<file path="src/rtl/sdram_pixel_prefetch.sv">
// -----------------------------------------------------------------------------
// sdram_pixel_prefetch
//   Prefetches one video frame from SDRAM in 4-word bursts into a 16x16
//   show-ahead FIFO that feeds the TFT pixel timing stage.
//
//   Optional build macro: SDRAM_PREFETCH_UNDERRUN_CNT_EN
//     When defined, adds oUnderrun_Cnt, a saturating count of pops made
//     while the FIFO was empty (cleared by reset and by a frame restart).
//
// Parameters
//   BASE_ADDR    first SDRAM word address of the frame
//   FRAME_WORDS  16-bit words per frame (multiple of 4)
//
// Ports
//   clk, rst_n       clock (rising edge), asynchronous active-low reset
//   en               fetch enable; gates new burst requests only
//   iFrame_Start     one-cycle pulse restarting the frame
//   oRd_Req          burst read request to the arbiter (held until done)
//   oRd_Addr         burst word address {bank, row, column}
//   iRd_Done         one-cycle burst completion from the arbiter
//   iRd_Data1..4     burst words, valid with iRd_Done
//   iPix_Rd          pixel pop strobe
//   oPix_Data        FIFO head word (combinational, show-ahead)
//   oPix_Valid       FIFO non-empty
//   oUnderflow       sticky: a pop arrived while the FIFO was empty
//   oFrame_Done      all FRAME_WORDS words of this frame fetched
//   oUnderrun_Cnt    (optional) saturating underflowing-pop count
// -----------------------------------------------------------------------------
module sdram_pixel_prefetch #(
    parameter logic [23:0] BASE_ADDR   = 24'h000000,
    parameter int unsigned FRAME_WORDS = 130560
) (
    input  logic        clk,
    input  logic        rst_n,
    input  logic        en,
    input  logic        iFrame_Start,
    output logic        oRd_Req,
    output logic [23:0] oRd_Addr,
    input  logic        iRd_Done,
    input  logic [15:0] iRd_Data1,
    input  logic [15:0] iRd_Data2,
    input  logic [15:0] iRd_Data3,
    input  logic [15:0] iRd_Data4,
    input  logic        iPix_Rd,
    output logic [15:0] oPix_Data,
    output logic        oPix_Valid,
    output logic        oUnderflow,
    output logic        oFrame_Done
`ifdef SDRAM_PREFETCH_UNDERRUN_CNT_EN
    ,
    output logic [15:0] oUnderrun_Cnt
`endif
);

    localparam int unsigned DEPTH     = 16;
    localparam int unsigned PTR_W     = 4;
    localparam int unsigned CNT_W     = 5;
    localparam int unsigned ADDR_W    = 24;
    localparam int unsigned WORD_W    = 16;
    localparam int unsigned BURST_LEN = 4;
    // A new burst fits only if four free slots remain.
    localparam logic [CNT_W-1:0]  CNT_REQ_MAX = CNT_W'(DEPTH - BURST_LEN);
    localparam logic [ADDR_W-1:0] FRAME_LEN   = ADDR_W'(FRAME_WORDS);
    localparam logic [ADDR_W-1:0] BURST_STEP  = ADDR_W'(BURST_LEN);

    typedef enum logic [1:0] {
        IDLE  = 2'd0,
        CHECK = 2'd1,
        REQ   = 2'd2,
        FLUSH = 2'd3
    } state_t;

    state_t              state_q;
    logic                req_q;
    logic [ADDR_W-1:0]   addr_q;
    logic [ADDR_W-1:0]   fetched_q;
    logic                pend_q;
    logic                frame_done_q;
    logic                underflow_q;

    logic [WORD_W-1:0]   mem_q [DEPTH];
    logic [PTR_W-1:0]    wr_ptr_q;
    logic [PTR_W-1:0]    rd_ptr_q;
    logic [CNT_W-1:0]    count_q;

    logic                restart_c;
    logic                push_c;
    logic                pop_req_c;
    logic                pop_c;
    logic                uflow_c;
    logic                last_burst_c;
    logic [WORD_W-1:0]   burst_c [BURST_LEN];

    // Burst words in FIFO write order.
    always_comb begin
        burst_c[0] = iRd_Data1;
        burst_c[1] = iRd_Data2;
        burst_c[2] = iRd_Data3;
        burst_c[3] = iRd_Data4;
    end

    // A restart seen during a burst (latched or arriving with iRd_Done) voids it.
    always_comb begin
        restart_c    = pend_q | iFrame_Start;
        push_c       = (state_q == REQ) & iRd_Done & ~restart_c;
        pop_req_c    = iPix_Rd & (state_q != FLUSH);
        pop_c        = pop_req_c & (count_q != '0);
        uflow_c      = pop_req_c & (count_q == '0);
        last_burst_c = (fetched_q + BURST_STEP) >= FRAME_LEN;
    end

    // Control FSM: request issue, burst completion, frame bookkeeping.
    always_ff @(posedge clk or negedge rst_n) begin
        if (!rst_n) begin
            state_q      <= IDLE;
            req_q        <= 1'b0;
            addr_q       <= BASE_ADDR;
            fetched_q    <= '0;
            pend_q       <= 1'b0;
            frame_done_q <= 1'b0;
        end else begin
            case (state_q)
                IDLE: begin
                    req_q <= 1'b0;
                    if (iFrame_Start) begin
                        state_q <= FLUSH;
                    end
                end
                FLUSH: begin
                    addr_q       <= BASE_ADDR;
                    fetched_q    <= '0;
                    frame_done_q <= 1'b0;
                    pend_q       <= 1'b0;
                    req_q        <= 1'b0;
                    state_q      <= CHECK;
                end
                CHECK: begin
                    if (iFrame_Start) begin
                        state_q <= FLUSH;
                    end else if (fetched_q >= FRAME_LEN) begin
                        frame_done_q <= 1'b1;
                        state_q      <= IDLE;
                    end else if (en && (count_q <= CNT_REQ_MAX)) begin
                        req_q   <= 1'b1;
                        state_q <= REQ;
                    end
                end
                REQ: begin
                    if (iRd_Done) begin
                        req_q  <= 1'b0;
                        pend_q <= 1'b0;
                        if (restart_c) begin
                            state_q <= FLUSH;
                        end else begin
                            fetched_q <= fetched_q + BURST_STEP;
                            // Address parks on the last burst of the frame.
                            if (!last_burst_c) begin
                                addr_q <= addr_q + BURST_STEP;
                            end
                            state_q <= CHECK;
                        end
                    end else if (iFrame_Start) begin
                        pend_q <= 1'b1;
                    end
                end
                default: begin
                    req_q   <= 1'b0;
                    state_q <= IDLE;
                end
            endcase
        end
    end

    // FIFO storage and pointers; 4-word push, 1-word pop.
    always_ff @(posedge clk or negedge rst_n) begin
        if (!rst_n) begin
            wr_ptr_q <= '0;
            rd_ptr_q <= '0;
            count_q  <= '0;
            for (int i = 0; i < DEPTH; i++) begin
                mem_q[i] <= '0;
            end
        end else if (state_q == FLUSH) begin
            wr_ptr_q <= '0;
            rd_ptr_q <= '0;
            count_q  <= '0;
        end else begin
            if (push_c) begin
                for (int i = 0; i < BURST_LEN; i++) begin
                    mem_q[wr_ptr_q + PTR_W'(i)] <= burst_c[i];
                end
                wr_ptr_q <= wr_ptr_q + PTR_W'(BURST_LEN);
            end
            if (pop_c) begin
                rd_ptr_q <= rd_ptr_q + PTR_W'(1);
            end
            count_q <= count_q
                     + (push_c ? CNT_W'(BURST_LEN) : CNT_W'(0))
                     - (pop_c  ? CNT_W'(1)         : CNT_W'(0));
        end
    end

    // Sticky underflow flag.
    always_ff @(posedge clk or negedge rst_n) begin
        if (!rst_n) begin
            underflow_q <= 1'b0;
        end else if (state_q == FLUSH) begin
            underflow_q <= 1'b0;
        end else if (uflow_c) begin
            underflow_q <= 1'b1;
        end
    end

`ifdef SDRAM_PREFETCH_UNDERRUN_CNT_EN
    logic [15:0] underrun_cnt_q;

    // Saturating count of underflowing pops.
    always_ff @(posedge clk or negedge rst_n) begin
        if (!rst_n) begin
            underrun_cnt_q <= '0;
        end else if (state_q == FLUSH) begin
            underrun_cnt_q <= '0;
        end else if (uflow_c && (underrun_cnt_q != 16'hFFFF)) begin
            underrun_cnt_q <= underrun_cnt_q + 16'd1;
        end
    end

    assign oUnderrun_Cnt = underrun_cnt_q;
`endif

    assign oRd_Req     = req_q;
    assign oRd_Addr    = addr_q;
    assign oPix_Data   = mem_q[rd_ptr_q];
    assign oPix_Valid  = (count_q != '0);
    assign oUnderflow  = underflow_q;
    assign oFrame_Done = frame_done_q;

endmodule

</file>
<file path="config.mk">
export PLATFORM = sky130hd
export DESIGN_NAME = sdram_pixel_prefetch
export DESIGN_NICKNAME = d
export VERILOG_FILES = /design/src/rtl/sdram_pixel_prefetch.sv
export SDC_FILE = /design/constraint.sdc
export NUM_CORES = 1
export LEC_CHECK = 0
export BUFFER_PORTS_ARGS = -buffer_cell sky130_fd_sc_hd__buf_4
export CAP_MARGIN = 20
export CORE_MARGIN = 4
export CORE_UTILIZATION = 50
export DETAILED_ROUTE_END_ITERATION = 10
export HOLD_SLACK_MARGIN = 0.15
export PLACE_DENSITY_LB_ADDON = 0.08
export SYNTH_ARGS = -nofsm -noshare
export SYNTH_HDL_FRONTEND = slang
export SYNTH_SLANG_ARGS = --single-unit
</file>
<file path="constraint.sdc">
create_clock -name clk -period 2.7 [get_ports clk]
set_input_delay 0 -clock clk [delete_from_list [all_inputs] [get_ports clk]]
set_output_delay 0 -clock clk [all_outputs]
set_load 0.02 [all_outputs]
</file>
==> results of run 1 <==
## logic make-up (layout without fill, tap and decap cells)
logic type	Yosys count	after routing	share of synthesized area (%)
flops	317	317	50.5
buf+inv	120	311	3.22
xor+xnor	12	12	0.669
fa+ha+maj	19	19	1.56
compound gates	244	244	10.1
mux	294	294	22.8
simple gates	378	378	11.1
other cells	1	3	0.0239
## layout by cell type, fill, tap and decap left out, types with 17 or more instances in the layout
| cell | n |
|---|---|
| nor2_1 | 32 |
| nand3_1 | 24 |
| a21oi_1 | 26 |
| dfrtp_1 | 314 |
| o21ai_0 | 138 |
| nand2b_1 | 19 |
| ha_1 | 17 |
| mux2i_1 | 71 |
| mux2_2 | 189 |
| inv_1 | 18 |
| nand2_1 | 234 |
| mux4_2 | 32 |
| dlygate4sd3_1 | 72 |
| buf_4 | 151 |
| clkbuf_16 | 37 |
## flip-flops by register name (all words and copies together) (netlist names)
| register | flops |
|---|---|
| count_q | 5 |
| mem_q | 256 |
| oFrame_Done | 1 |
| fetched_q | 22 |
| oRd_Addr | 22 |
| state_q | 2 |
| rd_ptr_q | 4 |
| wr_ptr_q | 2 |
| oUnderflow | 1 |
| oRd_Req | 1 |
| pend_q | 1 |
## layer usage
| metal | GRT usage [%] | vias up | wire length (um) |
|---|---|---|---|
| li1 | - | 5285 | - |
| met1 | 31.5 | 5658 | 17300 |
| met2 | 38.2 | 214 | 18500 |
| met3 | 3.28 | 51 | 1410 |
| met4 | 4.87 | 0 | 689 |
| met5 | 0 | - | 0 |
## area by class of cell
class	instances	area [um^2]	share of cell area [%]
Sequential cell	317	7940	41.6
Inverter	19	71.3	0.374
Timing Repair Buffer	236	2100	11.0
Antenna cell	1	2.50	0.0131
Clock inverter	6	55.1	0.289
Clock buffer	50	1050	5.53
Tap cell	396	495	2.60
Multi-Input combinational cell	949	7360	38.6
## synthesized netlist by cell type (all sizes together) (2+ instances only)
library cell	number	share of area [%]
o21ai	139	4.5
ha	18	1.4
nand4	16	0.85
a21o	2	0.095
clkbuf	66	1.6
a21oi	27	0.86
nor4b	2	0.11
a31oi	9	0.36
nor4	3	0.16
o211ai	3	0.14
nor3b	4	0.19
xor2	6	0.33
o31ai	7	0.33
nor2	33	0.80
and3	4	0.16
buf	35	1.2
nor3	10	0.45
or3	3	0.12
xnor2	6	0.33
a221oi	16	0.89
mux2	191	14
nand3	24	0.76
mux2i	71	4.5
nand2b	20	0.81
a2111oi	12	1.2
and2	9	0.36
inv	19	0.45
a22oi	16	0.76
dfrtp	317	50
a211oi	4	0.32
or4	3	0.14
and4	5	0.31
nand2	238	5.7
mux4	32	4.6
## how the worst min path moves through the flow
| stage | from | end | slack (ns) | depth (start not counted) |
|---|---|---|---|---|
| after floorplan | rst_n | count_q[0]$_DFF_PN0_ | -0.30 | 0 |
| after global placement | rst_n | mem_q[182]$_DFFE_PN0P_ | 0.05 | 1 |
| after detailed placement | rst_n | mem_q[182]$_DFFE_PN0P_ | 0.03 | 1 |
| after CTS | iPix_Rd | oUnderflow$_DFFE_PN0P_ | 0.28 | 4 |
| after global routing | iPix_Rd | oUnderflow$_DFFE_PN0P_ | 0.27 | 4 |
| final | iPix_Rd | oUnderflow$_DFFE_PN0P_ | 0.29 | 4 |
## through the flow
step	utilization (%)	instance area, um^2	hold slack (ns)	instances
after floorplan	-	15700	-0.296	1386
after global placement	55.8	17200	0.0479	1843
after detailed placement	55.8	17200	0.0336	1843
after CTS	61.7	19000	0.279	1971
after global routing	61.9	19100	0.274	1974
final	61.9	19100	0.285	1974
## worst register-to-register path: cells and delay by family, from the launching register on
| kind | cells | cell delay (ns) |
|---|---|---|
| AOI/OAI and AO/OA | 2 | 0.30 |
| adders and majority gates | 1 | 0.22 |
| buffers and inverters | 1 | 0.19 |
| DFF | 1 | 0.37 |
| and+or+nand+nor | 5 | 1.39 |
## what timing repair did
item | in CTS | in global routing
hold buffers | 72 | 0
hold endpoints to repair | 563 | 0
setup endpoints to repair | 0 | 14
setup buffers | 0 | 2
gates resized for setup | 0 | 7
## power groups by stage
| stage | Clock [uW] | Combinational (uW) | Sequential [uW] |
|---|---|---|---|
| 6_report | 4640 | 5440 | 6200 |
| 5_1_grt | 4970 | 5960 | 6320 |
| 4_1_cts | 4750 | 5500 | 6210 |
| 3_5_place_dp | 0 | 5380 | 6290 |
| 3_3_place_gp | 0 | 5290 | 6250 |
| 2_1_floorplan | 0 | 3650 | 6080 |
==> impl_metrics.env, run 1 <==
export IMPL_post_drt_wl_per_cell_um=19.2
export IMPL_r2r_start="fetched_q[3]$_DFFE_PN0P_"
export IMPL_period_share_pct=94.7
export IMPL_max_freq_mhz=391
export IMPL_htree_levels=2
export IMPL_async_flop_share_pct=100
export IMPL_intPower_uw=11000
export IMPL_grt_use_total_pct=22.6
export IMPL_end_kind="flip-flop"
export IMPL_grt_antenna_before_repair=1
export IMPL_cts_root_buf="clkbuf_16"
export IMPL_grt_pass1_wl_um=62500
export IMPL_powerDensity_nw_per_um2=854
export IMPL_p_total_uw=16300
export IMPL_io_pins=114
export IMPL_crit_fanout=13
export IMPL_critPathBufInv=1
export IMPL_syn_area_per_cell_um2=11.3
export IMPL_syn_area_um2=15700
export IMPL_core_um2=30800
export IMPL_critPathMaxStageDelay_ns=0.51
export IMPL_die_height_um=185
export IMPL_drtAntennaViolNets=0
export IMPL_hp_class="in2reg"
export IMPL_rsz0062_at_grt="no"
export IMPL_power_leakage_uw=0.00880
export IMPL_crit_family="simple AND/OR/NAND/NOR gates"
export IMPL_start_util_pct=51.0
export IMPL_p_seq_share_pct=38.1
export IMPL_critPathLaunchType="flip-flop"
export IMPL_synth_cell_types=65
export IMPL_slew_viol_final=0
export IMPL_grt_ovfl_total=0
export IMPL_pre_cts_slack_ns=0.0136
export IMPL_synth_seq_area_share_pct=50.5
export IMPL_power_frac_comb_pct=33.4
export IMPL_ys_flop_type="dfrtp_1"
export IMPL_p_switching_uw=5290
export IMPL_firstDrtPassIters=5
export IMPL_port_buffers=111
export IMPL_setup_viol=0
export IMPL_max_slew_margin_pct=57.2
export IMPL_tns_ns=0
export IMPL_clkPwrFrac_pct=28.5
export IMPL_path_cells="ha_2 > and2_2 > nand4_4 > nor3_4 > and4b_1 > o221ai_2 > buf_6 > or4_1 > a21oi_1"
export IMPL_numClockSinks=317
export IMPL_cts_max_path_buffers=3
export IMPL_hpwl_um=24500
export IMPL_drive_gt1_share_pct=30.6
export IMPL_setup_slack_ns=0.142
export IMPL_drcViolationCount=0
export IMPL_yosysWarnings=0
export IMPL_critical_path_class="reg2reg"
export IMPL_clk_transition_reported_paths_ns=0.06
export IMPL_synth_edf_count=0
export IMPL_status="finished, final reports clean"
export IMPL_die_area_um2=34300
export IMPL_die_w_um=185
export IMPL_power_share_switching_pct=32.5
export IMPL_num_rows=64
export IMPL_peakVddDrop_uv=554
export IMPL_crit_path_end="oRd_Addr[7]$_DFFE_PN0P_"
export IMPL_grt_max_degree=79
export IMPL_slowest_stage="or4_1"
export IMPL_area_growth_pct=21.4
export IMPL_cp_depth=9
export IMPL_maxCapViolations=0
export IMPL_final_nets=1648
export IMPL_drt_iter0_drc=590
export IMPL_gp_congestion=0.831
export IMPL_cp_arrival_ns=2.98
export IMPL_reg2reg_depth=9
export IMPL_hold_viol=0
export IMPL_first_global_vias=11655
export IMPL_wl_um=37900
export IMPL_min_period_ns=2.56
export IMPL_cts_made_buffers=36
export IMPL_finClkSkew_ns=0.00671
export IMPL_reg2reg_to="oRd_Addr[7]$_DFFE_PN0P_"
export IMPL_cts_tree="done"
export IMPL_cp_startpoint="fetched_q[3]$_DFFE_PN0P_"
export IMPL_synth_ff_latch_count=317
export IMPL_vias_per_cell=5.68
export IMPL_clk_latency_ns=0.51
export IMPL_fill_cells=2480
export IMPL_syn_inst=1385
export IMPL_worst_pin_slew_ns=0.642
export IMPL_vias=11208
export IMPL_r2r_setup_slack_ns=0.14
export IMPL_required_ns=3.13
(Power assumes the default switching activity.)
==> run 2: changes to the inputs <==
--- a/config.mk
+++ b/config.mk
@@ -5,11 +5,13 @@
 export SDC_FILE = /design/constraint.sdc
 export NUM_CORES = 1
 export LEC_CHECK = 0
+export ABC_CLOCK_PERIOD_IN_PS = 2700
 export BUFFER_PORTS_ARGS = -buffer_cell sky130_fd_sc_hd__buf_4
 export CAP_MARGIN = 20
 export CORE_MARGIN = 4
 export CORE_UTILIZATION = 50
 export DETAILED_ROUTE_END_ITERATION = 10
+export GPL_TIMING_DRIVEN = 0
 export HOLD_SLACK_MARGIN = 0.15
 export PLACE_DENSITY_LB_ADDON = 0.08
 export SYNTH_ARGS = -nofsm -noshare
==> impl_metrics.env, run 2 (synthesis gave the netlist of run 1 again) <==
export IMPL_status="finished, final reports clean"
export IMPL_critical_path_class="reg2reg"
export IMPL_grt_ovfl_total=0
export IMPL_cts_made_buffers=37
export IMPL_fill_cells=2478
export IMPL_stdcell_count=2046
export IMPL_slowest_stage="buf_1"
export IMPL_critPathLaunchType="flip-flop"
export IMPL_grt_antenna_before_repair=1
export IMPL_wl_um=48900
export IMPL_drt_iter0_drc=890
export IMPL_min_period_ns=2.63
export IMPL_drtAntennaViolNets=0
export IMPL_maxCapViolations=0
export IMPL_dp_cells=1898
export IMPL_num_rows=64
export IMPL_max_freq_mhz=381
export IMPL_power_leakage_uw=0.00895
export IMPL_vias=12293
export IMPL_critPathMaxStageDelay_ns=0.94
export IMPL_grt_max_degree=106
export IMPL_core_um2=30800
export IMPL_clk_latency_ns=0.53
export IMPL_first_global_vias=12425
export IMPL_die_area_um2=34300
export IMPL_drive_gt1_share_pct=30.6
export IMPL_slew_viol_final=0
export IMPL_cp_arrival_ns=3.03
export IMPL_required_ns=3.10
export IMPL_cts_tree="done"
export IMPL_worst_pin_slew_ns=1.23
export IMPL_crit_fanout=10
export IMPL_setup_viol=0
export IMPL_peakVddDrop_uv=603
export IMPL_port_buffers=111
export IMPL_gp_congestion=0.866
export IMPL_final_nets=1711
export IMPL_crit_top_cell="buf_4"
export IMPL_die_w_um=185
export IMPL_grt_use_total_pct=28.6
export IMPL_grt_pass1_wl_um=74400
export IMPL_powerDensity_nw_per_um2=889
export IMPL_io_pins=114
export IMPL_firstDrtPassIters=5
export IMPL_final_cell_mix="dfrtp_1 (311), nand2_1 (237), mux2_2 (189)"
export IMPL_period_share_pct=97.2
export IMPL_r2r_setup_slack_ns=0.07
export IMPL_post_drt_wl_per_cell_um=23.9
export IMPL_clk_transition_reported_paths_ns=0.06
export IMPL_drcViolationCount=0
export IMPL_largest_register="mem_q"
export IMPL_vias_per_cell=6.01
export IMPL_cts_root_buf="clkbuf_16"
export IMPL_numClockSinks=317
export IMPL_path_cells="nand2b_4 > nor4b_4 > buf_4 > buf_4 > nand2_1 > buf_1 > mux2_2"
export IMPL_area_growth_pct=24.3
export IMPL_final_core_util_pct=63.4
export IMPL_cts_max_path_buffers=3
export IMPL_hp_class="in2reg"
export IMPL_largest_reg_flops=256
export IMPL_hold_viol=0
export IMPL_crit_family="buffers and inverters"
export IMPL_critPathBufInv=3
export IMPL_finClkSkew_ns=0.0157
export IMPL_htree_levels=2
export IMPL_max_slew_margin_pct=17.7
export IMPL_die_height_um=185
export IMPL_hpwl_um=32400
export IMPL_final_common_cell="dfrtp_1"
export IMPL_start_util_pct=51.0
export IMPL_end_kind="flip-flop"
run 2: cell type report:
type                    count  area (um^2)  area share [%]
flip-flops and latches    317         7940            40.6
multi-input cells         949         7460            38.2
clock inverters            13          149           0.762
diodes                      1         2.50          0.0128
plain buffers              98          485            2.49
inverters                  19         71.3           0.365
clock buffers              53         1130            5.78
repair buffers            200         1800            9.22
well taps                 396          495            2.54
run 2: stage by stage:
stage,power (uW),hold slack (ns),area [um^2],setup TNS (ns),setup WS (ns)
after global routing,18200,0.295,19500,-0.0144,-0.00717
final,17400,0.283,19500,0,0.0749
after global placement,11700,0.259,17100,-445.74,-1.39
after CTS,17300,0.270,19400,0,0.00271
after detailed placement,11900,-0.158,17200,-16.52,-0.552
after floorplan,9730,-0.296,15700,0,0.0603
run 2: path summary, 6_finish.rpt:
| kind | start | end | depth (start not counted) |
|---|---|---|---|
| worst max-delay path | state_q[0]$_DFFE_PN0P_ | mem_q[110]$_DFFE_PN0P_ | 7 |
| worst min-delay path | iRd_Data1[3] | mem_q[51]$_DFFE_PN0P_ | 3 |
| worst max register to register | state_q[0]$_DFFE_PN0P_ | mem_q[110]$_DFFE_PN0P_ | 7 |
| worst min register to register | mem_q[162]$_DFFE_PN0P_ | mem_q[162]$_DFFE_PN0P_ | 2 |
| max in group asynchronous | rst_n | mem_q[208]$_DFFE_PN0P_ | 4 |
| min in group asynchronous | rst_n | mem_q[242]$_DFFE_PN0P_ | 4 |
run 2: what timing repair did:
action / CTS / global route
setup buffers: 5 / 5
endpoints found under the hold margin: 377 / 0
endpoints found under the setup margin: 183 / 96
cloned: 0 / 1
resized for setup: 50 / 38
pin swaps: 1 / 2
hold buffers: 73 / 0
run 2: worst reg2reg max path: cells and delay by family (launching register included):
family | cells | cell delay, ns
and+or+nand+nor | 3 | 0.42
muxes | 1 | 0.43
DFF | 1 | 0.40
buffers and inverters | 3 | 1.26
run 2: power breakdown:
| group | switching [uW] | internal (uW) |
|---|---|---|
| sequential | 556 | 5660 |
| clock | 2010 | 3190 |
| combinational | 3350 | 2600 |
run 2: metal layers:
metal | part of all wire, % | GRT usage [%]
met1 | 42 | 38.9
met2 | 47 | 46.0
met3 | 7.0 | 4.99
met4 | 4.5 | 11.6
met5 | 0 | 0
==> run 3: changes to the inputs <==
--- a/config.mk
+++ b/config.mk
@@ -14,6 +14,7 @@
 export GPL_TIMING_DRIVEN = 0
 export HOLD_SLACK_MARGIN = 0.15
 export PLACE_DENSITY_LB_ADDON = 0.08
+export REMOVE_ABC_BUFFERS = 1
 export SYNTH_ARGS = -nofsm -noshare
 export SYNTH_HDL_FRONTEND = slang
 export SYNTH_SLANG_ARGS = --single-unit
==> impl_metrics.env, run 3 (synthesis gave the netlist of run 1 again) <==
export IMPL_die_area_um2=34300
export IMPL_area_growth_pct=23.6
export IMPL_grt_max_degree=113
export IMPL_dpl_instance_area_um2=17100
export IMPL_r2r_start="state_q[0]$_DFFE_PN0P_"
export IMPL_hold_viol=0
export IMPL_peakVddDrop_uv=524
export IMPL_final_common_cell="dfrtp_1"
export IMPL_firstDrtPassIters=5
export IMPL_grt_ovfl_total=0
export IMPL_crit_fanout=12
export IMPL_path_cells="nand2b_4 > nor4b_4 > buf_6 > nor2_1 > buf_6 > or4_1 > a211oi_2 > mux2i_1"
export IMPL_htree_levels=2
export IMPL_drtAntennaViolNets=0
export IMPL_maxCapViolations=0
export IMPL_crit_family="simple AND/OR/NAND/NOR gates"
export IMPL_cp_depth=8
export IMPL_die_height_um=185
export IMPL_required_ns=3.14
export IMPL_drive_gt1_share_pct=31.2
export IMPL_cts_max_path_buffers=3
export IMPL_drt_iter0_drc=590
export IMPL_intPower_uw=11300
export IMPL_cp_arrival_ns=3.01
export IMPL_multiInputGateArea_um2=7530
export IMPL_n_antenna_cell=0
export IMPL_core_um2=30800
export IMPL_crit_top_cell="buf_6"
export IMPL_hp_class="in2reg"
export IMPL_p_total_uw=16800
export IMPL_vias=11118
export IMPL_grt_antenna_before_repair=1
export IMPL_vias_per_cell=5.66
export IMPL_final_cell_mix="dfrtp_1 (305), nand2_1 (231), mux2_2 (189)"
export IMPL_num_rows=64
export IMPL_drcViolationCount=0
export IMPL_cts_root_buf="clkbuf_16"
export IMPL_start_util_pct=51.0
export IMPL_clk_transition_reported_paths_ns=0.06
export IMPL_worstHoldEndpoint="mem_q[118]$_DFFE_PN0P_"
export IMPL_largest_reg_flops=256
export IMPL_design_area_um2=19400
export IMPL_post_drt_wl_per_cell_um=19.3
export IMPL_power_leakage_uw=0.00882
export IMPL_status="finished, final reports clean"
export IMPL_slowest_stage="or4_1"
export IMPL_critPathBufInv=2
export IMPL_tns_ns=0
export IMPL_dp_cells=1812
export IMPL_powerDensity_nw_per_um2=862
export IMPL_cts_tree="done"
export IMPL_final_nets=1630
export IMPL_power_share_switching_pct=32.6
export IMPL_r2r_setup_slack_ns=0.13
export IMPL_cts_made_buffers=36
export IMPL_slew_viol_final=0
export IMPL_finClkSkew_ns=0.0138
export IMPL_stdcell_count=1963
export IMPL_critPathMaxStageDelay_ns=0.54
export IMPL_largest_register="mem_q"
export IMPL_clk_latency_ns=0.52
export IMPL_fill_cells=2457
export IMPL_port_buffers=111
export IMPL_hold_depth=3
export IMPL_critical_path_class="reg2reg"
export IMPL_p_switching_uw=5470
export IMPL_max_freq_mhz=388
export IMPL_numClockSinks=317
export IMPL_wl_um=37800
export IMPL_min_period_ns=2.57
export IMPL_worst_pin_slew_ns=1.15
export IMPL_max_slew_margin_pct=23.6
export IMPL_end_kind="flip-flop"
export IMPL_period_share_pct=95.4
export IMPL_reg2reg_depth=8
export IMPL_critPathLaunchType="flip-flop"
export IMPL_first_global_vias=11572
export IMPL_gp_congestion=0.771
export IMPL_io_pins=114
export IMPL_reg2reg_to="oRd_Addr[17]$_DFFE_PN0P_"
export IMPL_die_w_um=185
export IMPL_setup_viol=0
export IMPL_hp_start="iRd_Data1[6]"
export IMPL_grt_pass1_wl_um=62000
export IMPL_hold_worst_slack_ns=0.285
export IMPL_grt_use_total_pct=22.5
export IMPL_power_frac_comb_pct=32.8
export IMPL_p_seq_share_pct=37.6
export IMPL_clkPwrFrac_pct=29.6
export IMPL_regArea_um2=7950
export IMPL_hpwl_um=23200
run 3: cell count changes in the layout (fill, tap and decap cells not counted), moves of 6 or more:
cell	before	now
clkbuf_1	47	5
buf_1	18	0
clkbuf_2	16	0
a221oi_1	6	16
a221oi_2	10	0
buf_12	3	10
a2111oi_2	10	4
a2111oi_4	2	8
buf_2	6	0
dfrtp_1	311	305
nand2_1	237	231
run 3: cell type report:
type | instances | share of cell area (%)
sequential | 317 | 40.9
timing repair buffer | 218 | 11.1
tap | 396 | 2.55
clock buffer | 51 | 5.56
inverter | 19 | 0.393
multi-input combinational | 949 | 38.8
clock inverter | 13 | 0.715
run 3: routing by layer:
| metal | wire length, um | part of all wire (%) | GRT usage [%] | vias to the layer above |
|---|---|---|---|---|
| li1 | - | - | - | 5268 |
| met1 | 17000 | 45 | 30.5 | 5608 |
| met2 | 18700 | 49 | 38.3 | 189 |
| met3 | 1290 | 3.4 | 3.06 | 51 |
| met4 | 833 | 2.2 | 5.99 | 2 |
| met5 | 12 | 0.032 | 0 | - |
run 3: per-stage QoR:
stage	setup WS [ns]	utilization [%]
2_1_floorplan	-3.37	-
3_3_place_gp	-6.90	53.9
3_5_place_dp	-0.800	55.4
4_1_cts	0.0194	62.3
5_1_grt	-0.00603	63.0
6_report	0.125	63.0
run 3: power groups by stage:
stage          logic [uW]  registers (uW)  clock network (uW)
2_1_floorplan        3260            6420                   0
3_3_place_gp         4510            6610                   0
3_5_place_dp         5080            6490                   0
4_1_cts              5460            6320                5080
5_1_grt              6030            6410                5270
6_report             5500            6290                4960
run 3: tightest hold or removal path, stage by stage:
cell	delay (ns)
dlygate4sd3_1	0.52
buf_4	0.12
mux2_2	0.13
run 3: how the worst max path moves through the flow:
stage | slack (ns) | from | to
2_1_floorplan | -3.37 | state_q[0]$_DFFE_PN0P_ | mem_q[144]$_DFFE_PN0P_
3_3_place_gp | -6.90 | state_q[1]$_DFFE_PN0P_ | mem_q[155]$_DFFE_PN0P_
3_5_place_dp | -0.80 | state_q[1]$_DFFE_PN0P_ | count_q[4]$_DFF_PN0_
4_1_cts | 0.02 | state_q[0]$_DFFE_PN0P_ | count_q[4]$_DFF_PN0_
5_1_grt | -0.006 | state_q[0]$_DFFE_PN0P_ | oRd_Addr[17]$_DFFE_PN0P_
6_report | 0.13 | state_q[0]$_DFFE_PN0P_ | oRd_Addr[17]$_DFFE_PN0P_
run 3: timing repair:
action	in CTS	in global routing
endpoints found under the setup margin	271	102
buffers inserted	8	6
resized for setup	15	28
pin swaps	5	5
hold buffers	73	0
endpoints found under the hold margin	408	0
